$ cat config.mk
export PLATFORM = sky130hd
export DESIGN_NAME = controlador_t_regs
export DESIGN_NICKNAME = d
export VERILOG_FILES = /design/src/rtl/controlador_t_regs_pkg.sv /design/src/rtl/controlador_t_regs_contador_exec.sv /design/src/rtl/controlador_t_regs.sv
export SDC_FILE = /design/constraint.sdc
export NUM_CORES = 1
export LEC_CHECK = 0
export BUFFER_PORTS_ARGS = -buffer_cell sky130_fd_sc_hd__buf_2
export CAP_MARGIN = 20
export CELL_PAD_IN_SITES_DETAIL_PLACEMENT = 1
export CELL_PAD_IN_SITES_GLOBAL_PLACEMENT = 1
export CORE_AREA = 3 3 54 56
export DETAILED_ROUTE_END_ITERATION = 6
export DIE_AREA = 0 0 57 59
export PLACE_DENSITY = 0.83
export SYNTH_ARGS = -nofsm -noshare
export SYNTH_HDL_FRONTEND = slang
export SYNTH_SLANG_ARGS = --single-unit
$ cat constraint.sdc
create_clock -name clk -period 2.76 [get_ports clk]
set_clock_uncertainty 0.05 [all_clocks]
set_input_delay 0.138 -clock clk [delete_from_list [all_inputs] [get_ports clk]]
set_output_delay 0.138 -clock clk [all_outputs]
set_load 0.005 [all_outputs]
$ cat src/rtl/controlador_t_regs_pkg.sv
// controlador_t_regs_pkg: shared T codes, opcodes, ULA ops, state encoding and decode helpers
//   no ports; imported by the controller top
package controlador_t_regs_pkg;
   localparam logic [1:0] T_RST  = 2'b00;
   localparam logic [1:0] T_LOAD = 2'b01;
   localparam logic [1:0] T_HOLD = 2'b10;
   localparam logic [2:0] OP_CLRALL = 3'b000;
   localparam logic [2:0] OP_LOADX  = 3'b001;
   localparam logic [2:0] OP_LOADY  = 3'b010;
   localparam logic [2:0] OP_ADD    = 3'b011;
   localparam logic [2:0] OP_SUB    = 3'b100;
   localparam logic [2:0] OP_AND    = 3'b101;
   localparam logic [2:0] OP_OR     = 3'b110;
   localparam logic [2:0] OP_NOP    = 3'b111;
   localparam logic [1:0] ULA_ADD = 2'b00;
   localparam logic [1:0] ULA_SUB = 2'b01;
   localparam logic [1:0] ULA_AND = 2'b10;
   localparam logic [1:0] ULA_OR  = 2'b11;
   typedef enum logic [3:0] {
      ST_INIT, ST_IDLE, ST_DECODE, ST_CLEAR, ST_LDX, ST_LDY, ST_EXEC, ST_WRZ, ST_FIN
   } state_e;
   function automatic state_e dec_state(input logic [2:0] op);
      return op == OP_CLRALL ? ST_CLEAR :
             op == OP_LOADX  ? ST_LDX   :
             op == OP_LOADY  ? ST_LDY   :
             op == OP_NOP    ? ST_FIN   : ST_EXEC;
   endfunction
   // ALU opcodes 011..110 are consecutive, so the ULA code is the offset from ADD
   function automatic logic [1:0] ula_of(input logic [2:0] op);
      return 2'(op - OP_ADD);
   endfunction
endpackage

$ cat src/rtl/controlador_t_regs_contador_exec.sv
// contador_exec: down-counter with load/enable and zero flag for the ULA settle time
//   clk, rst (async high) | load_i, val_i: load value | en_i: decrement | zero_o: count is 0
module contador_exec #(
   parameter int CNT_W = 4
) (
   input  logic             clk,
   input  logic             rst,
   input  logic             load_i,
   input  logic [CNT_W-1:0] val_i,
   input  logic             en_i,
   output logic             zero_o
);
   logic [CNT_W-1:0] cnt_q, cnt_d;
   always_comb cnt_d = load_i ? val_i : (en_i && cnt_q != '0) ? cnt_q - 1'b1 : cnt_q;
   always_ff @(posedge clk or posedge rst)
      if (rst) cnt_q <= '0;
      else     cnt_q <= cnt_d;
   assign zero_o = cnt_q == '0;
endmodule

$ cat src/rtl/controlador_t_regs.sv
// controlador_t_regs: FSM sequencing Tx/Ty/Tz T controls and ULA op per handshaked instruction
//   clk, rst (async high) | req, instr: instruction request | ack, done, busy: handshake status
//   tx, ty, tz: T controls (00 reset, 01 load, 10 hold) | ula_op: 00 add, 01 sub, 10 and, 11 or
module controlador_t_regs
   import controlador_t_regs_pkg::*;
#(
   parameter int EXEC_CYCLES = 2,
   parameter int CNT_W       = 4
) (
   input  logic       clk,
   input  logic       rst,
   input  logic       req,
   input  logic [2:0] instr,
   output logic       ack,
   output logic       done,
   output logic       busy,
   output logic [1:0] tx,
   output logic [1:0] ty,
   output logic [1:0] tz,
   output logic [1:0] ula_op
);
   localparam logic [CNT_W-1:0] EXEC_LOAD = CNT_W'(EXEC_CYCLES - 1);
   state_e     state_q;
   logic [2:0] op_q;
   logic       ack_q, done_q, busy_q, cnt_zero;
   logic [1:0] tx_q, ty_q, tz_q, ula_q;
   // counter is loaded while leaving DECODE so it holds EXEC_CYCLES-1 on EXEC entry
   contador_exec #(.CNT_W(CNT_W)) u_cnt (
      .clk   (clk),
      .rst   (rst),
      .load_i(state_q == ST_DECODE),
      .val_i (EXEC_LOAD),
      .en_i  (state_q == ST_EXEC),
      .zero_o(cnt_zero)
   );
   // outputs are registered from the current state, so they trail it by one cycle
   always_ff @(posedge clk or posedge rst) begin
      if (rst) begin
         state_q <= ST_INIT;
         op_q    <= OP_NOP;
         ack_q   <= 1'b0;
         done_q  <= 1'b0;
         busy_q  <= 1'b0;
         tx_q    <= T_RST;
         ty_q    <= T_RST;
         tz_q    <= T_RST;
         ula_q   <= ULA_ADD;
      end else begin
         ack_q  <= 1'b0;
         done_q <= 1'b0;
         busy_q <= 1'b1;
         tx_q   <= T_HOLD;
         ty_q   <= T_HOLD;
         tz_q   <= T_HOLD;
         case (state_q)
            ST_INIT: begin
               tx_q    <= T_RST;
               ty_q    <= T_RST;
               tz_q    <= T_RST;
               busy_q  <= 1'b0;
               state_q <= ST_IDLE;
            end
            ST_IDLE: begin
               ack_q  <= req;
               busy_q <= req;
               if (req) begin
                  op_q    <= instr;
                  state_q <= ST_DECODE;
               end
            end
            ST_DECODE: begin
               state_q <= dec_state(op_q);
               if (dec_state(op_q) == ST_EXEC) ula_q <= ula_of(op_q);
            end
            ST_CLEAR: begin
               tx_q    <= T_RST;
               ty_q    <= T_RST;
               tz_q    <= T_RST;
               state_q <= ST_FIN;
            end
            ST_LDX: begin
               tx_q    <= T_LOAD;
               state_q <= ST_FIN;
            end
            ST_LDY: begin
               ty_q    <= T_LOAD;
               state_q <= ST_FIN;
            end
            ST_EXEC: if (cnt_zero) state_q <= ST_WRZ;
            ST_WRZ: begin
               tz_q    <= T_LOAD;
               state_q <= ST_FIN;
            end
            ST_FIN: begin
               done_q  <= 1'b1;
               state_q <= ST_IDLE;
            end
            default: begin
               tx_q    <= T_RST;
               ty_q    <= T_RST;
               tz_q    <= T_RST;
               busy_q  <= 1'b0;
               state_q <= ST_INIT;
            end
         endcase
      end
   end
   assign ack    = ack_q;
   assign done   = done_q;
   assign busy   = busy_q;
   assign tx     = tx_q;
   assign ty     = ty_q;
   assign tz     = tz_q;
   assign ula_op = ula_q;
endmodule

**Yosys cells after proc, flatten, opt, wreduce, memory -nomap -nowiden**

Index checks and enable logic that the tools add are counted.

- Bits of input ports: 6
- Output and inout port bits: 11
- Register bits: 22
- Word-level logic and storage cells: 56

- Multiplexer cells: 15
- $add $sub $neg: 2
- Reduce and logical (&&, ||, !) cells: 15
- Eq/ne operators: 14

Operators by type and width:

| operator | number |
|---|---|
| 4-bit 2-to-1 mux | 8 |
| 4-bit by 3-bit == test with 1-bit output, second input constant | 5 |
| 4-bit one-hot mux with 5 select lines | 1 |
| 6-bit OR reduction | 3 |
| 2-bit one-hot mux with 2 select lines | 3 |
| 4-bit by 2-bit == test with 1-bit output, second input constant | 2 |
| 4-bit zero test | 2 |
| 7-bit OR reduction | 1 |
| 2-bit AND reduction | 3 |
| 4-bit by 1-bit == test with 1-bit output, second input constant | 1 |
| 4-bit == test, second input constant | 1 |
| 2-bit inequality test, second input constant | 2 |
| 4-bit nonzero test | 1 |
| 4-bit OR reduction | 1 |
| 4-bit by 1-bit subtractor with 4-bit output, second input constant | 1 |
| 3-bit by 1-bit == test with 1-bit output, second input constant | 1 |
| 3-bit by 2-bit == test with 1-bit output, second input constant | 1 |
| 3-bit == test, second input constant | 1 |
| 3-bit zero test | 1 |
| 1-bit 2-to-1 mux | 2 |
| 1-bit one-hot mux with 2 select lines | 1 |
| 2-bit nonzero test | 1 |
| 2-bit OR reduction | 1 |
| 2-bit subtractor, second input constant | 1 |
| 1-bit logical AND | 1 |

**Depth between registers and ports, before layout**

Gate-level depths: netlist of the first run.

- Depth in word-level cells: 7
- Depth in mapped cells: 6
- Depth with buffers taken out: 6

**Modules after synthesis**

A second synthesis of the first run with hierarchy kept.

- Cells, all modules: 117
- Area total of the unflattened synthesis: 1196.1 µm²

Modules (own cells, without submodules):

| module | instances | cells each | area an instance (µm²) | seq. area each (µm²) |
|---|---|---|---|---|
| controlador_t_regs | 1 | 89 | 939.7 | 454.2 |
| contador_exec | 1 | 28 | 256.5 | 100.1 |

**Worst setup path after synthesis of the first run**

OpenSTA, ideal clock, no wires.

- Path type: reg-to-reg
- Start: register op_q[0]
- End: register ula_q[0] (netlist: ula_op[0])
- Clock period less this slack: 1679 ps
- Data arrival time: 1502 ps
- Library setup time: 128 ps
- Path slack: 1081 ps
- Cell stages (with the launch flop): 6
- Path buffers: 0
- Cell sequence: dfstp_2 > inv_1 > ha_1 > o31ai_1 > nor3_2 > mux2_1

- Longest elaborated chain between the ends: 7

Ends and longest elaborated chain:

| item | RTL line | text |
|---|---|---|
| start, declared | controlador_t_regs.sv:24 | `logic [2:0] op_q;` |
| start signal, assigned | controlador_t_regs.sv:67 | `op_q <= instr;` |
| 3-bit == test | controlador_t_regs_pkg.sv:26 | `op == OP_NOP ? ST_FIN : ST_EXEC;` |
| 4-bit 2-to-1 mux | controlador_t_regs_pkg.sv:26 |  |
| 4-bit 2-to-1 mux | controlador_t_regs_pkg.sv:25 | `op == OP_LOADY ? ST_LDY :` |
| 4-bit 2-to-1 mux | controlador_t_regs_pkg.sv:24 | `op == OP_LOADX ? ST_LDX :` |
| 4-bit 2-to-1 mux | controlador_t_regs_pkg.sv:23 | `return op == OP_CLRALL ? ST_CLEAR :` |
| 4-bit by 3-bit == test with 1-bit output | controlador_t_regs.sv:73 | `if (dec_state(op_q) == ST_EXEC) ula_q <= ula_of(op_q);` |
| 2-bit AND reduction (no line) | - |  |
| end signal, assigned | controlador_t_regs.sv:73 |  |
| end, declared | controlador_t_regs.sv:26 | `logic [1:0] tx_q, ty_q, tz_q, ula_q;` |

Parallel ways exist; a longest one is shown, timed or not.
A chain may end at the register's enable or synchronous reset.

**Worst setup path after layout of the first run**

Ends and elaborated chain as after synthesis.

==> flow_summary.toml, run 1 <==
[global_route]
grt_antenna_before_repair = 0
grt_remaining_overflow = 0
grt_max_degree = 23
grt_pass1_wl_um = 3974
grt_pass1_vias = 906
track_usage_pct = 15.52

[pwr]
power.density_nw_per_um2 = 992.1
vdd_drop_max_mv = 0.5705
leakage_nw = 0.6298

[critical_path]
crit_start = "op_q[0]$_DFFE_PP1P_"
critPathMaxFanout = 5
timing.rr.end = "ula_op[0]$_DFFE_PP0P_"
crit_type = "flop to flop"
cp.required_ns = 2.92
r2r-start = "op_q[0]$_DFFE_PP1P_"
critPathCapture = "ula_op[0]$_DFFE_PP0P_"
cp.arrival_ns = 1.95
r2r_slack_ns = 0.96
endpoint_kind = "flop"
start_kind = "flop"
reg2reg_depth = 5

[placed_design]
dp_cells = 148
place.gp.congestion = 0.7590
io_buffers = 16
dpl_worst_slack_ns = 0.9592
hpwl_um = 1540

[synthesis]
synth_cell_types = 38
ys_warn_count = 0
synth_area_um2 = 1121
ys_seq_area_share_pct = 49.44
ys_seq_elements = 22
syn_area_per_cell_um2 = 10.48
syn_nets = 119
synth_cells = 107

[route]
vias = 829
wl_per_cell_um = 13.91
drt_wl_total_um = 2184
antenna_left = 0
via_per_inst = 5.280
drcViolationCount = 0
drtIter0Drc = 10
dr.pass1.iters = 2

[finish]
antennaDiodeCount = 0
seq_area_um2 = 554.3
nNetsFinal = 140
layoutNonFillerInstCount = 157
nFillCells = 290
drive_above_1_share_pct = 26.77
areaGrowthSynthToFinish_pct = 15.74
multi_input_area_um2 = 509.2

[clock_network]
clock-root-buffer = "clkbuf_4"
cts.clk_slew.worst_paths_ns = 0.12
cts_buffer_depth = 2
cts_buffers = 3
cts_setup_buffers = 0
cts_tree = "built"
insertion_delay_ns = 0.31
h-tree-depth = 1
cts_num_sinks = 22

[min_path]
holdPathStages = 1
min_path_type = "flop to flop"

[timing]
tns_ns = 0
period_share_pct = 65.13
drv_slew = 0
max_slew_margin_pct = 44.15
post-route-min-period_ns = 1.798
setup_ws_ns = 0.9624
max_freq_mhz = 556.3
tightest_slew_ns = 0.8368
rsz0062_at_grt = "false"
setup_violations = 0
hold_violations = 0
holdWs_ns = 0.4612

[die]
core_um2 = 2477
die-height_um = 59
die_area_um2 = 3363
dieWidth_um = 57
ios = 17
row_count = 18
start_util_pct = 45.25

[job]
drv_cap = 0

[run_status]
outcome = "completed"
==> power breakdown <==
part | total [mW] | switching [mW] | internal [mW]
Combinational | 0.529 | 0.272 | 0.257
Sequential | 0.576 | 0.125 | 0.451
Clock | 0.182 | 0.101 | 0.0806
==> placed cells by master, fill, tap and decap left out, types with 2 or more instances in the layout <==
cell type / instances
dfrtp_1: 19
buf_2: 16
o21ai_1: 10
nand2_1: 9
inv_1: 7
nor2_1: 6
ha_1: 6
a21oi_1: 5
dlygate4sd3_1: 5
o21a_1: 3
clkbuf_4: 3
dfstp_2: 3
nand2_2: 2
nor3_2: 2
nand3b_1: 2
and2b_4: 2
mux2_1: 2
and3_1: 2
nor3_1: 2
==> metrics by stage <==
| step | total power, mW | cell area, um^2 | utilization, % |
|---|---|---|---|
| 2_1_floorplan | 0.9662 | 1121 | - |
| 3_3_place_gp | 1.081 | 1211 | 48.89 |
| 3_5_place_dp | 1.110 | 1211 | 48.89 |
| 4_1_cts | 1.303 | 1297 | 52.37 |
| 5_1_grt | 1.409 | 1297 | 52.37 |
| 6_report | 1.287 | 1297 | 52.37 |
==> worst min path at each step <==
stage,from,endpoint,slack [ns]
after floorplan,rst,ack$_DFF_PP0_,0.08
after global placement,rst,u_cnt.cnt_q[3]$_DFFE_PP0P_,0.27
after detailed placement,instr[0],op_q[0]$_DFFE_PP1P_,0.30
after CTS,u_cnt.cnt_q[0]$_DFFE_PP0P_,u_cnt.cnt_q[0]$_DFFE_PP0P_,0.46
after global routing,ula_op[0]$_DFFE_PP0P_,ula_op[0]$_DFFE_PP0P_,0.49
final,ula_op[1]$_DFFE_PP0P_,ula_op[1]$_DFFE_PP0P_,0.46
==> metal layers <==
layer | track usage (%) | part of all wire (%) | wire length [um] | up-vias
li1 | - | - | - | 408
met4 | 8.940 | 0.96 | 21 | 0
met5 | 0 | 0 | 0 | -
met3 | 1.961 | 3.7 | 80 | 2
met2 | 27.57 | 51 | 1124 | 16
met1 | 18.01 | 44 | 958 | 403
==> sequential cells by signal, indices dropped and copies added, names as in the netlist <==
name / flops
ack: 1
busy: 1
done: 1
op_q: 3
state_q: 4
tx: 2
ty: 2
tz: 2
u_cnt.cnt_q: 4
ula_op: 2
==> worst max-delay path, cell delays in order, from the launching register on <==
cell and delay, ns:
dfstp_2 0.57, inv_1 0.09, ha_1 0.22, o31ai_1 0.34
nor3_2 0.09, mux2_1 0.32
==> Yosys cell counts <==
cell type   n  area [um^2]
inv_1       7        26.28
mux2_1      2        22.52
inv_2       1        3.750
a21bo_1     1        10.01
a21o_1      1        7.510
nand3_1     1        5.000
a31o_1      1        8.760
nand2b_1    1        6.260
nor3b_2     1        12.51
buf_2       4        20.02
and3_1      2        12.51
nor2_4      1        11.26
o22ai_1     1        6.260
nand3b_1    2        15.01
and2b_4     2        20.02
nor4_1      1        6.260
and2_1      1        6.260
ha_1        6        75.07
dfrtp_1    19        475.5
mux2i_1     1        10.01
dfstp_2     3        78.83
nor3b_4     1        18.77
a21oi_1     5        25.02
or2_1       1        6.260
nor3_1      2        10.01
and2b_1     1        7.510
a21boi_1    1        7.510
mux2_4      1        15.01
buf_4       1        7.510
nand2_2     2        12.51
o21ai_1    10        50.05
o21a_1      3        22.52
nor2_1      6        22.52
nand4_1     1        6.260
nand2_1     9        33.78
o31ai_1     1        7.510
nor3_2      2        20.02
o32ai_1     1        8.760
==> kinds of logic (layout without fill, tap and decap cells) <==
logic type	after synthesis	count (layout)	share of synthesized area, %
compound gates	25	25	13.73
fa+ha+maj	6	6	6.696
buf+inv	13	33	5.134
flops	22	22	49.44
mux	4	4	4.241
simple gates	37	37	20.76
==> repair_timing <==
item                      4_1_cts  5_1_grt
hold buffers                    5        0
resized for setup               0        0
hold endpoints to repair       23        0
==> cell type report <==
class / count / area share [%]
inverters: 8 / 2.314
multi-input cells: 72 / 39.25
clock buffers: 4 / 2.797
repair buffers: 21 / 10.03
well taps: 30 / 2.893
flip-flops and latches: 22 / 42.72
(Power assumes the default switching activity.)
==> run 2: changes to the inputs <==
--- a/config.mk
+++ b/config.mk
@@ -9,10 +9,10 @@
 export CAP_MARGIN = 20
 export CELL_PAD_IN_SITES_DETAIL_PLACEMENT = 1
 export CELL_PAD_IN_SITES_GLOBAL_PLACEMENT = 1
-export CORE_AREA = 3 3 54 56
+export CORE_AREA = 3 3 59 61
 export DETAILED_ROUTE_END_ITERATION = 6
-export DIE_AREA = 0 0 57 59
-export PLACE_DENSITY = 0.83
+export DIE_AREA = 0 0 62 64
+export PLACE_DENSITY = 0.74
 export SYNTH_ARGS = -nofsm -noshare
 export SYNTH_HDL_FRONTEND = slang
 export SYNTH_SLANG_ARGS = --single-unit
==> constraint.sdc (replaced) <==
create_clock -name clk -period 1.65 [get_ports clk]
set_clock_uncertainty 0.05 [all_clocks]
set_input_delay 0.0825 -clock clk [delete_from_list [all_inputs] [get_ports clk]]
set_output_delay 0.0825 -clock clk [all_outputs]
set_load 0.005 [all_outputs]
==> flow_summary.toml, run 2 (synthesized netlist as in run 1, its figures left out) <==
[critical_path]
path_common_cell = "buf_4"
cp_top_family = "flip-flops"
critPathCapture = "state_q[1]$_DFFE_PP0P_"
cp.arrival_ns = 1.89
critPathMaxFanout = 3
crit_type = "flop to flop"
endpoint_kind = "flop"
start_kind = "flop"
r2r-start = "op_q[1]$_DFFE_PP1P_"
cpPeakStageDelay_ns = 0.57
reg2reg_depth = 8
crit_slowest_cell = "dfstp_2"
timing.rr.end = "state_q[1]$_DFFE_PP0P_"
r2r_slack_ns = -0.08
path_cells = "buf_6, ha_2, nor2_2, o31ai_2, buf_4, buf_4, a21bo_1, a21oi_1"
cp_num_buf_inv = 3
crit_cells = 8
cp.required_ns = 1.81
crit_start = "op_q[1]$_DFFE_PP1P_"

[clock_network]
clock-root-buffer = "clkbuf_4"
insertion_delay_ns = 0.32
cts.clk_slew.worst_paths_ns = 0.13
h-tree-depth = 1
cts_buffers = 3
cts_tree = "built"
cts_buffer_depth = 2
cts_num_sinks = 22

[route]
via_per_inst = 4.803
vias = 903
drtIter0Drc = 23
wl_per_cell_um = 12.65
antenna_left = 0
dr.pass1.iters = 2
drt_wl_total_um = 2378
drcViolationCount = 0

[placed_design]
io_buffers = 16
dp_cells = 177
hpwl_um = 1751
place.gp.congestion = 0.7717

[finish]
areaGrowthSynthToFinish_pct = 32.92
drive_above_1_share_pct = 43.06
antennaDiodeCount = 0
reg_top3 = "state_q: 4 flops, u_cnt.cnt_q: 4 flops, op_q: 3 flops"
layoutNonFillerInstCount = 188
layout_commonest_cell = "dfrtp_1"
nNetsFinal = 157
final_cell_mix = "dfrtp_1, buf_2, buf_4"

[pwr]
vdd_drop_max_mv = 0.7384
leakage_nw = 0.7198
total_power_mw = 2.646
power.density_nw_per_um2 = 1775

[timing]
post-route-min-period_ns = 1.729
rsz0062_at_grt = "true"
setup_ws_ns = -0.07874
hold_violations = 0
setup_violations = 3
period_share_pct = 104.8
max_slew_margin_pct = 80.17
tightest_slew_ns = 0.2971
drv_slew = 0
max_freq_mhz = 578.5
tns_ns = -0.2134

[die]
core_um2 = 3028
dieWidth_um = 62
die-height_um = 64
row_count = 20
start_util_pct = 37.02
die_area_um2 = 3968
ios = 17

[global_route]
grt_antenna_before_repair = 0
grt_pass1_wl_um = 4236
track_usage_pct = 14.18
grt_max_degree = 23
grt_pass1_vias = 970
grt_remaining_overflow = 0

[job]
drv_cap = 0

[min_path]
min_path_type = "primary input to asynchronous set/reset pin"

[run_status]
outcome = "finished, violations left"
failed_checks = "negative setup slack"
## run 2: cell count changes in the layout (fill, tap and decap cells not counted), moves of 2 or more
cell   change
ha_1       -4
inv_2      +2
buf_4     +16
ha_2       +4
inv_1      -3
## run 2: worst min-delay path: cells and delay by family
| family | cells | cell delay, ns |
|---|---|---|
| buf+inv | 4 | 0.96 |
## run 2: area by class of cell
class | instances | area, um^2
clock buffer | 3 | 22.52
multi-input combinational | 72 | 534.3
sequential | 22 | 554.3
clock inverter | 1 | 30.03
tap | 44 | 55.05
timing repair buffer | 38 | 261.5
inverter | 8 | 32.53
fill | 352 | 1538
## run 2: what timing repair did
| action | CTS | global route |
|---|---|---|
| pin swaps | 4 | 0 |
| resized for setup | 11 | 1 |
| hold buffers | 5 | 0 |
| setup buffers | 2 | 0 |
| setup endpoints to repair | 3 | 4 |
| endpoints found under the hold margin | 27 | 0 |
## run 2: stage by stage
| stage | utilization [%] | area [um^2] | hold WS, ns | worst slack (ns) |
|---|---|---|---|---|
| 3_5_place_dp | 44.46 | 1346 | 0.08646 | -0.1268 |
| 4_1_cts | 49.21 | 1490 | 0.2711 | -0.07685 |
| 2_1_floorplan | - | 1126 | 0.01950 | 0.00005229 |
| 6_report | 49.21 | 1490 | 0.2699 | -0.07874 |
| 3_3_place_gp | 44.46 | 1346 | 0.07571 | -0.03209 |
| 5_1_grt | 49.21 | 1490 | 0.2994 | -0.1554 |
## run 2: where the power goes
part           internal [mW]  total [mW]  switching [mW]
clock network          0.246       0.422           0.177
logic                  0.703        1.33           0.622
registers              0.756       0.898           0.141
total                   1.70        2.65           0.941
## run 2: worst min path at each step
stage | start | to | slack [ns]
floorplan | rst | ack$_DFF_PP0_ | 0.02
global placement | rst | tx[0]$_DFF_PP0_ | 0.08
detailed placement | rst | tx[0]$_DFF_PP0_ | 0.09
CTS | rst | ty[1]$_DFF_PP0_ | 0.27
global route | rst | done$_DFF_PP0_ | 0.30
finish | rst | done$_DFF_PP0_ | 0.27
## run 2: metal layers
metal	wire (um)	global-route usage [%]
met1	968	16.06
met2	1261	24.61
met3	86	2.424
met4	61	6.631
met5	0	0
==> run 3: changes to the inputs <==
==> constraint.sdc (replaced) <==
create_clock -name clk -period 1.41 [get_ports clk]
set_clock_uncertainty 0.05 [all_clocks]
set_input_delay 0.0705 -clock clk [delete_from_list [all_inputs] [get_ports clk]]
set_output_delay 0.0705 -clock clk [all_outputs]
set_load 0.005 [all_outputs]
==> flow_summary.toml, run 3 (synthesized netlist as in run 1, its figures left out) <==
[critical_path]
cp.arrival_ns = 1.88
cp_top_family = "flip-flops"
crit_slowest_cell = "dfstp_2"
cp.required_ns = 1.57
cp_num_buf_inv = 2
start_kind = "flop"
path_cells = "inv_4, ha_4, inv_2, a21oi_2, nor3_2, mux2_1"
endpoint_kind = "flop"
cpPeakStageDelay_ns = 0.61
crit_type = "flop to flop"
critPathMaxFanout = 4

[clock_network]
h-tree-depth = 1
clock-root-buffer = "clkbuf_4"
cts_num_sinks = 22
cts_tree = "built"
cts_buffer_depth = 2
insertion_delay_ns = 0.32
cts.clk_slew.worst_paths_ns = 0.13
cts_buffers = 3

[global_route]
grt_pass1_wl_um = 5278
grt_max_degree = 13
grt_pass1_vias = 1124
grt_util_met2_pct = 33.29
track_usage_pct = 17.99
use_met1_pct = 19.62
use_met3_pct = 2.222
grt_remaining_overflow = 0
grt-busiest-layer = "met2"
grt_antenna_before_repair = 0

[timing]
hold_violations = 0
period_share_pct = 121.6
holdWs_ns = 0.2325
rsz0062_at_grt = "true"
drv_slew = 0
post-route-min-period_ns = 1.714
max_freq_mhz = 583.4
tightest_slew_ns = 0.4550
setup_ws_ns = -0.3041
setup_violations = 7
max_slew_margin_pct = 69.63

[pwr]
power.density_nw_per_um2 = 2092
leakage_nw = 0.8052
vdd_drop_max_mv = 1.242

[placed_design]
place.gp.congestion = 0.7889
hpwl_um = 1909
io_buffers = 16
dpl_worst_slack_ns = -0.2761
dp_cells = 184

[finish]
areaGrowthSynthToFinish_pct = 51.34
layout_commonest_cell = "buf_4"
drive_above_1_share_pct = 53.42
reg_top3 = "state_q: 4 flops, u_cnt.cnt_q: 4 flops, op_q: 3 flops"
layoutNonFillerInstCount = 205
nFillCells = 342
finish.utilization_pct = 56.03
final_cell_mix = "buf_4, dfrtp_1, buf_2"
antennaDiodeCount = 0
nNetsFinal = 174

[route]
drt_wl_total_um = 3124
drcViolationCount = 0
wl_per_cell_um = 15.24
antenna_left = 0
drtIter0Drc = 31
vias = 989
dr.pass1.iters = 4
via_per_inst = 4.824

[die]
dieWidth_um = 62
die-height_um = 64
die_area_um2 = 3968
start_util_pct = 37.02
row_count = 20
ios = 17
core_um2 = 3028

[min_path]
min_path_type = "primary input to asynchronous set/reset pin"

[run_status]
failed_checks = "negative setup slack"
outcome = "finished, violations left"

[job]
drv_cap = 0
==> run 3: changes by cell type in the layout (fill, tap and decap cells not counted), sizes merged <==
cell,before,now
buf,33,50
bufinv,1,0
clkbuf,3,4
==> run 3: where the power goes <==
group          internal, mW  switching, mW  total, mW
clock network         0.158          0.211      0.369
registers             0.889          0.191       1.08
logic                  1.14          0.957       2.10
==> run 3: area by class of cell <==
| cell class | count | area, um^2 | share of cell area, % |
|---|---|---|---|
| multi-input combinational | 72 | 616.8 | 36.36 |
| sequential | 22 | 556.8 | 32.82 |
| timing repair buffer | 55 | 396.6 | 23.38 |
| tap | 44 | 55.05 | 3.245 |
| clock buffer | 4 | 36.28 | 2.139 |
| inverter | 8 | 35.03 | 2.065 |
==> run 3: stage by stage <==
step	cell area (um^2)	power, mW	TNS, ns
2_1_floorplan	1142	1.957	-0.3694
3_3_place_gp	1415	2.528	-0.4497
3_5_place_dp	1415	2.604	-0.6951
4_1_cts	1668	3.409	-0.9092
5_1_grt	1697	3.833	-1.840
6_report	1697	3.549	-1.269
==> run 3: per-layer routing <==
layer | part of all wire, % | vias up
li1 | - | 468
met1 | 40 | 492
met2 | 56 | 23
met3 | 2.5 | 6
met4 | 1.4 | 0
met5 | 0 | -
==> run 3: worst paths after layout <==
check | start | end | slack, ns | depth (start not counted)
min | rst | u_cnt.cnt_q[3]$_DFFE_PP0P_ | 0.23 | 3
max reg2reg | op_q[0]$_DFFE_PP1P_ | ula_op[1]$_DFFE_PP0P_ | -0.30 | 6
min in group clk | instr[0] | op_q[0]$_DFFE_PP1P_ | 0.43 | 4
max in group asynchronous | rst | ula_op[0]$_DFFE_PP0P_ | 0.55 | 4
min reg2reg | state_q[3]$_DFFE_PP0P_ | state_q[1]$_DFFE_PP0P_ | 0.49 | 1
max | op_q[0]$_DFFE_PP1P_ | ula_op[1]$_DFFE_PP0P_ | -0.30 | 6
==> run 3: worst register-to-register path: stages (launching register included) <==
cell and delay, ns:
dfstp_2 0.61, inv_4 0.08, ha_4 0.18, inv_2 0.07, a21oi_2 0.06, nor3_2 0.21, mux2_1 0.36
==> run 3: what timing repair did <==
| action | 4_1_cts | 5_1_grt |
|---|---|---|
| gates resized for setup | 12 | 8 |
| buffers inserted | 12 | 0 |
| hold buffers | 5 | 0 |
| endpoints found under the hold margin | 12 | 0 |
| pin swaps | 12 | 6 |
| gates cloned | 0 | 0 |
| endpoints found under the setup margin | 6 | 17 |
